### src/rtl/axi_noc_pkg.sv
// -----------------------------------------------------------------------------
// axi_noc_pkg
// Shared types and helpers for the axi_noc fabric arbiters.
//   arb_state_e : packet arbiter state (ST_IDLE / ST_BURST)
//   rr_pick_t   : result of a rotating-priority pick {found, idx}
//   rr_pick()   : first set bit of vec scanning ptr, ptr+1, ... modulo n
// -----------------------------------------------------------------------------
package axi_noc_pkg;

    typedef enum logic {
        ST_IDLE  = 1'b0,
        ST_BURST = 1'b1
    } arb_state_e;

    // Widest requester vector any noc arbiter uses; narrower callers zero-pad.
    localparam int RR_MAX_N = 16;
    localparam int RR_IDX_W = 4;

    typedef struct packed {
        logic                found;
        logic [RR_IDX_W-1:0] idx;
    } rr_pick_t;

    // Rotating priority pick. n may be any value 1..RR_MAX_N; the wrap is an
    // explicit compare so non power-of-two requester counts work.
    function automatic rr_pick_t rr_pick(input logic [RR_MAX_N-1:0] vec,
                                         input logic [RR_IDX_W-1:0] ptr,
                                         input int                  n);
        rr_pick_t res;
        int       j;
        res = '0;
        for (int k = 0; k < RR_MAX_N; k++) begin
            if (k < n) begin
                j = int'(ptr) + k;
                if (j >= n) begin
                    j = j - n;
                end
                if (!res.found && vec[j[RR_IDX_W-1:0]]) begin
                    res.found = 1'b1;
                    res.idx   = j[RR_IDX_W-1:0];
                end
            end
        end
        return res;
    endfunction

endpackage

### src/rtl/rr_pick_nreq.sv
// -----------------------------------------------------------------------------
// rr_pick_nreq
// Combinational rotating priority encoder for N requesters.
//   vec_i   [N]  : request vector
//   ptr_i   [IW] : highest-priority index this cycle (must be < N)
//   idx_o   [IW] : first requesting index scanning ptr_i upward, modulo N
//   found_o      : any bit of vec_i set
// -----------------------------------------------------------------------------
module rr_pick_nreq
    import axi_noc_pkg::*;
#(
    parameter  int N  = 4,
    localparam int IW = (N > 1) ? $clog2(N) : 1
) (
    input  logic [N-1:0]  vec_i,
    input  logic [IW-1:0] ptr_i,
    output logic [IW-1:0] idx_o,
    output logic          found_o
);

    rr_pick_t res;

    always_comb begin
        res     = rr_pick(RR_MAX_N'(vec_i), RR_IDX_W'(ptr_i), N);
        idx_o   = IW'(res.idx);
        found_o = res.found;
    end

endmodule

### src/rtl/multififo_pkt_arb.sv
// -----------------------------------------------------------------------------
// multififo_pkt_arb
// Packet-atomic round-robin write arbiter in front of a single-write multififo.
// A granted requester keeps the fifo write port until its last beat is taken,
// so packets never interleave in the fifo.
//   clk, rst_n            : clock, asynchronous active-low reset
//   softreset             : synchronous clear of all arbiter state
//   req_valid/last [NREQ] : per-requester beat valid / last-beat flag
//   req_data [WIDTH*NREQ] : packed beats, requester i at [WIDTH*(i+1)-1:WIDTH*i]
//   req_ready [NREQ]      : beat accepted when valid & ready
//   fifo_writes, fifo_din : fifo write strobe and data
//   fifo_frees, fifo_taken: fifo free-slot count and write-taken flag
//   owner                 : current / last owner index
//   busy                  : a packet is in progress (BURST)
//   pkt_done              : pulses with the accepted last beat
//   err                   : sticky, a write was issued that the fifo did not take
// -----------------------------------------------------------------------------
module multififo_pkt_arb
    import axi_noc_pkg::*;
#(
    parameter  int WIDTH   = 32,
    parameter  int NREQ    = 4,
    parameter  int MINFREE = 2,
    localparam int IDXW    = $clog2(NREQ)
) (
    input  logic                  clk,
    input  logic                  rst_n,
    input  logic                  softreset,
    input  logic [NREQ-1:0]       req_valid,
    input  logic [NREQ-1:0]       req_last,
    input  logic [WIDTH*NREQ-1:0] req_data,
    output logic [NREQ-1:0]       req_ready,
    output logic                  fifo_writes,
    output logic [WIDTH-1:0]      fifo_din,
    input  logic [15:0]           fifo_frees,
    input  logic                  fifo_taken,
    output logic [IDXW-1:0]       owner,
    output logic                  busy,
    output logic                  pkt_done,
    output logic                  err
);

    arb_state_e      state_q, state_d;
    logic [IDXW-1:0] owner_q, owner_d;
    logic [IDXW-1:0] ptr_q,   ptr_d;
    logic            err_q,   err_d;

    logic [IDXW-1:0] pick_idx;
    logic            pick_found;
    logic            headroom;

    assign headroom = (fifo_frees >= 16'(MINFREE));

    rr_pick_nreq #(.N(NREQ)) u_pick (
        .vec_i   (req_valid),
        .ptr_i   (ptr_q),
        .idx_o   (pick_idx),
        .found_o (pick_found)
    );

    // State register.
    // NOTE: sequential state uses non-blocking assignments so every register
    // samples the pre-edge values computed by the combinational processes.
    always_ff @(posedge clk or negedge rst_n) begin
        if (!rst_n) begin
            state_q <= ST_IDLE;
            owner_q <= '0;
            ptr_q   <= '0;
            err_q   <= 1'b0;
        end else begin
            state_q <= state_d;
            owner_q <= owner_d;
            ptr_q   <= ptr_d;
            err_q   <= err_d;
        end
    end

    // Next-state logic. softreset overrides every other update.
    // NOTE: every variable gets a default at the top of the block so no path
    // leaves it unassigned, which would infer a latch.
    always_comb begin
        state_d = state_q;
        owner_d = owner_q;
        ptr_d   = ptr_q;
        err_d   = err_q | (fifo_writes & ~fifo_taken);
        if (softreset) begin
            state_d = ST_IDLE;
            owner_d = '0;
            ptr_d   = '0;
            err_d   = 1'b0;
        end else begin
            unique case (state_q)
                ST_IDLE: begin
                    // Grant only; no beat moves in the arbitration cycle.
                    if (pick_found && headroom) begin
                        owner_d = pick_idx;
                        state_d = ST_BURST;
                    end
                end
                ST_BURST: begin
                    if (pkt_done) begin
                        state_d = ST_IDLE;
                        ptr_d   = (owner_q == IDXW'(NREQ - 1)) ? '0 : owner_q + 1'b1;
                    end
                end
                default: state_d = ST_IDLE;
            endcase
        end
    end

    // Outputs. Only the owner sees ready; a valid bubble from the owner simply
    // produces no write and keeps the lock.
    always_comb begin
        req_ready   = '0;
        fifo_writes = 1'b0;
        fifo_din    = '0;
        pkt_done    = 1'b0;
        if (!softreset && state_q == ST_BURST) begin
            req_ready[owner_q] = (fifo_frees != 16'd0);
            fifo_writes        = req_valid[owner_q] & req_ready[owner_q];
            pkt_done           = fifo_writes & req_last[owner_q];
            for (int i = 0; i < NREQ; i++) begin
                if (owner_q == IDXW'(i)) begin
                    fifo_din = req_data[i*WIDTH +: WIDTH];
                end
            end
        end
    end

    assign owner = owner_q;
    assign busy  = (state_q == ST_BURST);
    assign err   = err_q;

endmodule

### config.mk
export PLATFORM = sky130hd
export DESIGN_NAME = multififo_pkt_arb
export DESIGN_NICKNAME = d
export VERILOG_FILES = /design/src/rtl/axi_noc_pkg.sv /design/src/rtl/rr_pick_nreq.sv /design/src/rtl/multififo_pkt_arb.sv
export SDC_FILE = /design/constraint.sdc
export NUM_CORES = 1
export LEC_CHECK = 0
export CORE_ASPECT_RATIO = 0.8
export CORE_MARGIN = 2
export CORE_UTILIZATION = 33
export CTS_CLUSTER_SIZE = 10
export DETAILED_ROUTE_END_ITERATION = 12
export PLACE_DENSITY = 0.95
export RECOVER_POWER = 50
export SLEW_MARGIN = 15
export SYNTH_ARGS = -nofsm -noshare
export SYNTH_HDL_FRONTEND = slang
export SYNTH_SLANG_ARGS = --single-unit
### constraint.sdc
create_clock -name clk -period 3.25 [get_ports clk]
set_clock_uncertainty 0.1 [all_clocks]
set_input_delay 0.65 -clock clk [delete_from_list [all_inputs] [get_ports clk]]
set_output_delay 0.65 -clock clk [all_outputs]
set_load 0.05 [all_outputs]
# Word-level counts from Yosys, hierarchy flattened
# Cells that the tools add are included.
dict set report word_totals {
  regBits 6
  input_bits 156
  wordCells 95
}
dict set report op_classes {
  add_sub_neg 8
  n_lt_le_gt_ge 11
  n_eq_ne 4
  n_mux 44
  bitwise 7
  n_reduce_logical 17
}
# operator count
set ops {}
lappend ops {{32-bit 2-to-1 mux} 5}
lappend ops {{32-bit by 4-bit greater-or-equal comparator with 1-bit output, second input constant} 3}
lappend ops {{4-bit by 5-bit < comparator with 1-bit output, second input constant} 4}
lappend ops {{4-bit 2-to-1 mux} 5}
lappend ops {{5-bit 2-to-1 mux} 4}
lappend ops {{1-bit binary-select mux with 4-bit select} 4}
lappend ops {{16-bit by 2-bit greater-or-equal comparator with 1-bit output, second input constant} 1}
lappend ops {{16-bit nonzero test} 1}
lappend ops {{1-bit 2-to-1 mux} 14}
lappend ops {{2-bit 2-to-1 mux} 7}
lappend ops {{4-bit subtractor, second input constant} 3}
lappend ops {{2-bit by 2-bit adder with 3-bit output, second input constant} 2}
lappend ops {{1-bit binary-select mux with 2-bit select} 3}
lappend ops {{1-bit logical AND} 6}
lappend ops {{2-bit nonzero test} 3}
lappend ops {{4-bit AND} 1}
lappend ops {{2-bit equality test, second input constant} 2}
lappend ops {{1-bit logical NOT} 4}
lappend ops {{2-bit AND reduction} 2}
lappend ops {{2-bit by 3-bit subtractor with 4-bit output, second input constant} 1}
lappend ops {{2-bit by 1-bit adder with 3-bit output, second input constant} 1}
lappend ops {{1-bit AND} 3}
lappend ops {{2-bit by 3-bit greater-or-equal comparator with 1-bit output, second input constant} 1}
lappend ops {{2-bit by 3-bit < comparator with 1-bit output, second input constant} 1}
lappend ops {{9 further kinds} 10}

# Depth between registers and ports, before layout
# Gate-level depths: netlist of run 1.
dict set report logic_depth {
  depth_word 18
  mapped_depth 9
  ltp_nobuf 7
}

# Hierarchy
# Synthesis of run 1 repeated with hierarchy kept, for this count alone.
dict set report hier_totals {
  hier_cells 275
  area_unflattened_um2 1860.5
}
# module instances cells_per_inst area_each_um2 seq_area_each_um2
set modules_own_cells {}
lappend modules_own_cells {multififo_pkt_arb 1 236 1550.2 150.1}
lappend modules_own_cells {rr_pick_nreq 1 39 310.3 0.0}

# Least setup slack after synthesis of run 1
# Ideal clock, no wire load.
dict set report synth_path {
  kind {register to output}
  startpoint {register owner_q[1] (netlist: owner[1])}
  endpoint {output fifo_din[0]}
  t_arrival_ns 2.511
  required_ns 2.500
  slack_ns -0.011
  path_stages_with_launch 10
  n_path_buf 2
  path_cell_list {dfrtp_1 inv_1 ha_1 clkbuf_1 clkbuf_1 and3b_1 a21oi_1 o21ai_0 mux2i_1 nor2_1}
}
dict set report synth_via {
  elab_chain_len 6
  elab_cells_between_ends 9
}
# item line
set synth_rtl {}
lappend synth_rtl {{start, declared} multififo_pkt_arb.sv:44} ;# logic [IDXW-1:0] owner_q, owner_d;
lappend synth_rtl {{start signal, assigned} multififo_pkt_arb.sv:72} ;# owner_q <= owner_d;
lappend synth_rtl {{2-bit logical NOT} multififo_pkt_arb.sv:123} ;# if (owner_q == IDXW'(i)) begin
lappend synth_rtl {{32-bit 2-to-1 mux (3 in a row)} multififo_pkt_arb.sv:123}
lappend synth_rtl {{32-bit 2-to-1 mux (*)} multififo_pkt_arb.sv:123}
lappend synth_rtl {{32-bit 2-to-1 mux (*)} multififo_pkt_arb.sv:118} ;# if (!softreset && state_q == ST_BURST) begin
lappend synth_rtl {{end, declared} multififo_pkt_arb.sv:34} ;# output logic [WIDTH-1:0] fifo_din,
# Mark *: on every way between the ends. The rest lies on a longest branch, timed or not.

# Worst setup path in the final report of run 1
dict set report layout_path {
  startpoint {input fifo_frees[10]}
  endpoint {output pkt_done}
}
dict set report layout_via {
  elab_chain_len 7
}
# item line
set layout_rtl {}
lappend layout_rtl {{start, declared} multififo_pkt_arb.sv:35} ;# input logic [15:0] fifo_frees,
lappend layout_rtl {{16-bit nonzero test} multififo_pkt_arb.sv:119} ;# req_ready[owner_q] = (fifo_frees != 16'd0);
lappend layout_rtl {{4-bit AND (no source line)} n/a}
lappend layout_rtl {{1-bit binary-select mux with 2-bit select} multififo_pkt_arb.sv:120} ;# fifo_writes = req_valid[owner_q] & req_ready[owner_q];
lappend layout_rtl {{1-bit 2-to-1 mux (not written as such)} multififo_pkt_arb.sv:120}
lappend layout_rtl {{1-bit AND} multififo_pkt_arb.sv:120}
lappend layout_rtl {{1-bit AND} multififo_pkt_arb.sv:121} ;# pkt_done = fifo_writes & req_last[owner_q];
lappend layout_rtl {{1-bit 2-to-1 mux} multififo_pkt_arb.sv:118}
lappend layout_rtl {{end, declared} multififo_pkt_arb.sv:39} ;# output logic pkt_done,
# No other way between the ends. The select of a mux whose other input is x is not followed.

==> results of run 1 <==
[registers in the layout (all words and copies together) (netlist names)]
signal / cells
owner: 2
ptr_q: 2
busy: 1
err: 1
[cells in the final DEF (no fill, tap or decap), drive strengths merged, types with 7 or more instances in the layout]
cell type / n
nand2: 32
mux2i: 33
buf: 50
ha: 8
nor2: 41
a21oi: 35
and3b: 30
clkdlybuf4s50: 153
inv: 8
and2: 7
nor3: 8
o21ai: 32
[routing by layer]
metal	vias to the layer above	part of all wire	wire length [um]
li1	1468	-	-
met1	1382	0.37	3600
met2	168	0.53	5130
met3	17	0.078	753
met4	0	0.018	177
met5	-	0	0
[per-stage QoR]
| stage | instances | total power, mW | setup TNS (ns) |
|---|---|---|---|
| final | 572 | 1.20 | 0 |
| after global routing | 572 | 1.27 | -0.00729 |
| after CTS | 570 | 1.20 | 0 |
| after detailed placement | 567 | 1.08 | 0 |
| after global placement | 567 | 1.05 | 0 |
| after floorplan | 306 | 0.610 | 0 |
[where the power goes]
group / switching, mW / internal [mW] / total, mW
Combinational: 0.481 / 0.502 / 0.983
Sequential: 0.0177 / 0.0819 / 0.0996
Clock: 0.0359 / 0.0799 / 0.116
[what timing repair did]
item / in CTS / in global routing
setup buffers: 0 / 2
endpoints found under the setup margin: 0 / 3
gates resized for setup: 0 / 1
[synthesized netlist by cell type]
cell type / number / share of area
nor2_1: 41 / 0.076
a21oi_1: 35 / 0.086
mux2i_1: 32 / 0.16
nand2_1: 32 / 0.059
o21ai_0: 31 / 0.076
and3b_1: 30 / 0.13
clkbuf_1: 17 / 0.031
ha_1: 8 / 0.049
inv_1: 8 / 0.015
nor3_1: 7 / 0.017
buf_2: 6 / 0.015
dfrtp_1: 6 / 0.074
nor4_1: 5 / 0.015
and2_1: 4 / 0.012
nor2b_1: 4 / 0.012
a221oi_1: 3 / 0.013
buf_1: 3 / 0.0055
a211oi_1: 2 / 0.0074
mux2_1: 2 / 0.011
nand2b_1: 2 / 0.0062
nand3_1: 2 / 0.0049
o2111ai_1: 2 / 0.0086
o211ai_1: 2 / 0.0074
o22ai_1: 2 / 0.0062
a311o_1: 1 / 0.0049
a311oi_1: 1 / 0.0043
and2_0: 1 / 0.0031
and2_2: 1 / 0.0037
and2_4: 1 / 0.0043
buf_6: 1 / 0.0055
mux2_2: 1 / 0.0055
mux2i_2: 1 / 0.0068
mux4_2: 1 / 0.011
nand4_1: 1 / 0.0031
nor2b_2: 1 / 0.0043
nor3_4: 1 / 0.0080
nor3b_2: 1 / 0.0062
o21ai_1: 1 / 0.0025
o21bai_1: 1 / 0.0037
o221a_4: 1 / 0.0099
o22ai_2: 1 / 0.0062
o2bb2ai_1: 1 / 0.0043
o31ai_1: 1 / 0.0037
or2_2: 1 / 0.0031
[worst paths after layout]
| kind | from | to | slack (ns) | depth (start not counted) |
|---|---|---|---|---|
| max in group asynchronous | rst_n | owner[0] | 2.16 | 1 |
| worst max register to register | owner[1] | ptr_q[0] | 0.62 | 9 |
| min in group asynchronous | rst_n | busy | 0.64 | 1 |
| worst min register to register | err | err | 0.42 | 1 |
| worst max-delay path | fifo_frees[10] | pkt_done | 0.10 | 6 |
| worst min-delay path | err | err | 0.42 | 1 |
[cell type report]
type                            instances  area, um2  area share
Inverter                                8       30.0     0.00655
Tap cell                               81        101      0.0221
Multi-Input combinational cell        265       1810       0.394
Sequential cell                         6        151      0.0330
Clock buffer                            3       41.3     0.00901
Timing Repair Buffer                  209       2450       0.535
[kinds of logic (layout without fill, tap and decap cells)]
kind of cell	after synthesis	count (layout)	synth area share
AND/OR/NAND/NOR	135	135	0.368
AO/OA/AOI/OAI	85	85	0.244
multiplexers	37	37	0.192
buffers and inverters	35	220	0.0720
adder cells (fa/ha/maj)	8	8	0.0493
flip-flops	6	6	0.0739
==> qor.yml, run 1 <==
path_class: "in2out"
worstPathArrival_ns: 2.40
worstMarginPinSlew_ns: 0.602
clk_pin_slew_worst_paths_ns: 0.04
ir_worst_vdd_v: 0.000199
clockBufferDepth: 2
dp_hpwl_mm: 7.71
finish.utilization: 0.771
slowest_stage: "dlygate4sd3_1"
relSlewSlack: 0.598
ys_types: 44
start_kind: "primary input"
cts_root_buf: "clkbuf_8"
dp_slack_ns: 0.200
powerDensity_nw_per_um2: 261
core_um2: 5940
synthCells: 306
final_layout_size_suffix_gt1_frac: 0.189
crit_path_cell_trace: "dlygate4sd3_1, nor4_1, nand4_1, o2111ai_1, nor2b_2, buf_12"
cap_viol_max_count: 0
syn2layout_area_growth_pct: 126
die_area_um2: 6800
hold_path_class: "reg2reg"
cts_sinks: 6
grt_pass1_wl_mm: 14.4
antenna_cells: 0
fmax_mhz: 318
crit_path_max_fanout: 4
num-fill-cells: 388
die_h_um: 74.2
setup_viol: 0
period_share: 0.969
required_ns: 2.50
first_pass_iters: 4
io_pins: 198
vias: 3035
grt_pass1_vias: 3001
status: "finished clean"
placed_cell_area_um2: 4530
ys_ff_latch: 6
antenna_found_initial: 0
start_util: 0.342
crit_family: "buffers and inverters"
drc: 0
wl_per_cell_um: 16.9
use_met3: 0.0446
gr-usage-met2: 0.523
drtIter0Drc: 87
cts-buffers-inserted: 3
nNetsFinal: 657
period_needed_ns: 3.15
hold_viol: 0
grt_usage: 0.259
drv_slew: 0
top_usage_layer: "met2"
gr-total-overflow: 0
fp.dieW_um: 91.7
fin_area_um2: 4580
endpoint_kind: "output port"
syn_area_um2: 2030
cts.htree.levels: 1
cpPeakStageDelay_ns: 0.56
rows: 25
synth_area_per_cell_um2: 6.64
whs_ns: 0.418
path_buf_inv: 2
io_buffers: 197
setup_ws_ns: 0.101
clk_latency_ns: 0.23
routed_wl_mm: 9.66
hold_buffers: 0
synth_fp_nets: 470
grt_max_degree: 66
ant_nets: 0
tritoncts: "yes"
yosysWarnings: 0
p_leak_nw: 1.72
yosysSeqAreaShare: 0.0739
grt_use_met1: 0.287
place.gp.congestion: 0.965
avgViaCountPerCell: 5.31
No activity file was read; power rests on OpenSTA's default activity.
==> inputs of run 2 (changes only) <==
--- a/config.mk
+++ b/config.mk
@@ -6,12 +6,13 @@
 export NUM_CORES = 1
 export LEC_CHECK = 0
 export CORE_ASPECT_RATIO = 0.8
-export CORE_MARGIN = 2
+export CORE_MARGIN = 1
 export CORE_UTILIZATION = 33
 export CTS_CLUSTER_SIZE = 10
 export DETAILED_ROUTE_END_ITERATION = 12
 export PLACE_DENSITY = 0.95
 export RECOVER_POWER = 50
+export SETUP_SLACK_MARGIN = 0.5
 export SLEW_MARGIN = 15
 export SYNTH_ARGS = -nofsm -noshare
 export SYNTH_HDL_FRONTEND = slang
==> qor.yml, run 2 (synthesis results as in run 1) <==
critical_path_depth: 7  # was 6
grt_pass1_vias: 3321  # was 3001
gr-total-overflow: 0  # unchanged
period_needed_ns: 3.00  # was 3.15 ns
layout.cells.non_filler: 597  # was 572
path_class: "in2out"  # unchanged
endpoint_kind: "output port"  # unchanged
num-fill-cells: 258  # was 388
worstMarginPinSlew_ns: 0.591  # was 0.602 ns
r2r_slack_ns: 0.70  # was 0.62 ns
seqCellArea_um2: 153  # was 151 um2
grt_usage: 0.332  # was 0.259
rsz0062_at_grt: "yes"
grt_max_degree: 48  # was 66
setup_tns_ns: 0  # unchanged
antenna_cells: 0  # unchanged
multiInputGateArea_um2: 2210  # was 1810 um2
core_um2: 5910  # was 5940 um2
status: "finished clean"  # unchanged
drtIter0Drc: 213  # was 87
nNetsFinal: 681  # was 657
powerDensity_nw_per_um2: 281  # was 261 nW/um2
setup_ws_ns: 0.248  # was 0.101 ns
rows: 25  # unchanged
crit_family: "simple AND/OR/NAND/NOR gates"  # was buffers and inverters
layout_common_cells: "135 x clkdlybuf4s50_1, 42 x buf_12, 34 x nor2_4"  # was 153 x clkdlybuf4s50_1, 39 x buf_12, 35 x a21oi_1
crit_path_max_fanout: 3  # was 4
drv_slew: 0  # unchanged
die_h_um: 72.2  # was 74.2 um
grt_use_met1: 0.366  # was 0.287
final_common_cell: "clkdlybuf4s50_1"  # unchanged
clk_latency_ns: 0.23  # about the same
start_util: 0.344  # was 0.342
path_buf_inv: 3  # was 2
vias: 3367  # was 3035
relSlewSlack: 0.606  # was 0.598
hold_path_class: "reg2reg"  # unchanged
period_share: 0.924  # was 0.969
cp-endpoint: "pkt_done"  # unchanged
die_area_um2: 6480  # was 6800 um2
cts-buffers-inserted: 3  # unchanged
avgViaCountPerCell: 5.64  # was 5.31
required_ns: 2.50  # about the same
gr-usage-met2: 0.632  # was 0.523
routed_wl_mm: 12.1  # was 9.66 mm
r2r_cells: 6  # was 9
reg2reg_from: "ptr_q[0]"  # was owner[1]
place.gp.congestion: 0.891  # was 0.965
top_usage_layer: "met2"  # unchanged
antenna_found_initial: 0  # unchanged
use_met3: 0.0681  # was 0.0446
whs_ns: 0.429  # was 0.418 ns
io_buffers: 197  # unchanged
clockBufferDepth: 2  # unchanged
slowest_stage: "o2111ai_1"  # was dlygate4sd3_1
fp.dieW_um: 89.7  # was 91.7 um
dp_slack_ns: 0.244  # was 0.200 ns
first_pass_iters: 4  # unchanged
grt_pass1_wl_mm: 17.1  # was 14.4 mm
clk_pin_slew_worst_paths_ns: 0.04  # about the same
worstPathArrival_ns: 2.25  # was 2.40 ns
power.total_mw: 1.48  # was 1.20 mW
tritoncts: "yes"  # unchanged
io_pins: 198  # unchanged
crit_path_cell_trace: "clkdlybuf4s15_1, nor4_2, nand4_1, buf_4, o2111ai_1, nor2b_4, buf_12"  # was dlygate4sd3_1, nor4_1, nand4_1, o2111ai_1, nor2b_2, buf_12
dp_cells: 569  # was 567
r2r-end: "owner[0]"  # was ptr_q[0]
hold_viol: 0  # unchanged
cpPeakStageDelay_ns: 0.46  # was 0.56 ns
start_kind: "primary input"  # unchanged
dp_hpwl_mm: 7.99  # was 7.71 mm
setup_viol: 0  # unchanged
cts.htree.levels: 1  # unchanged
syn2layout_area_growth_pct: 160  # was 126%
final_layout_size_suffix_gt1_frac: 0.337  # was 0.189
p_leak_nw: 1.99  # was 1.72 nW
cts_root_buf: "clkbuf_8"  # unchanged
ir_worst_vdd_v: 0.000225  # was 0.000199 V
cts_sinks: 6  # unchanged
wl_per_cell_um: 20.3  # was 16.9 um
fmax_mhz: 333  # was 318 MHz
ant_nets: 0  # unchanged
drc: 0  # unchanged
cap_viol_max_count: 0  # unchanged
timing.critical_path.from: "fifo_frees[1]"  # was fifo_frees[10]
run 2: cell types whose count changed in the layout (fill, tap and decap cells not counted), moves of 14 or more:
cell / change
o21ai_0: -14
nor2_4: +34
nor2_2: -24
a21oi_1: -16
a21oi_2: +16
clkdlybuf4s50_1: -18
run 2: worst min-delay path by stage:
| stage | start | to | slack (ns) | depth (start not counted) |
|---|---|---|---|---|
| final | err | err | 0.43 | 1 |
| after global routing | err | err | 0.45 | 1 |
| after CTS | err | err | 0.42 | 1 |
| after detailed placement | err | err | 0.41 | 1 |
| after global placement | err | err | 0.38 | 1 |
| after floorplan | rst_n | busy | 0.25 | 0 |
run 2: worst register-to-register path, cell delays in order (launching register included):
cell	delay, ns
dfrtp_1	0.71
inv_1	0.23
ha_1	0.46
nor3_1	0.38
a311oi_1	0.11
a211oi_1	0.33
a211oi_1	0.13
run 2: timing repair:
item                                    4_1_cts  5_1_grt
hold buffers                                  0        0
buffers inserted                             10       11
gates resized for setup                      53       62
endpoints found under the setup margin       38       36
gates cloned                                  3        0
pin swaps                                    11       14
run 2: area by class of cell:
| cell class | instances | share of cell area |
|---|---|---|
| Clock buffer | 4 | 0.00852 |
| Inverter | 8 | 0.00662 |
| Multi-Input combinational cell | 265 | 0.418 |
| Sequential cell | 6 | 0.0289 |
| Tap cell | 81 | 0.0192 |
| Timing Repair Buffer | 233 | 0.519 |
run 2: power breakdown:
group,internal [mW],switching (mW),total (mW)
clock network,0.0847,0.0356,0.120
registers,0.0821,0.0148,0.0969
logic,0.633,0.633,1.27
run 2: per-stage QoR:
step,utilization,instance area (um2)
after detailed placement,0.805,4760
after global routing,0.895,5290
after floorplan,-,2290
after global placement,0.805,4760
after CTS,0.861,5090
final,0.895,5290
run 2: layer usage:
layer	wire length (um)	vias up
met5	0	-
met2	6180	228
li1	-	1522
met3	779	62
met4	650	0
met1	4530	1555
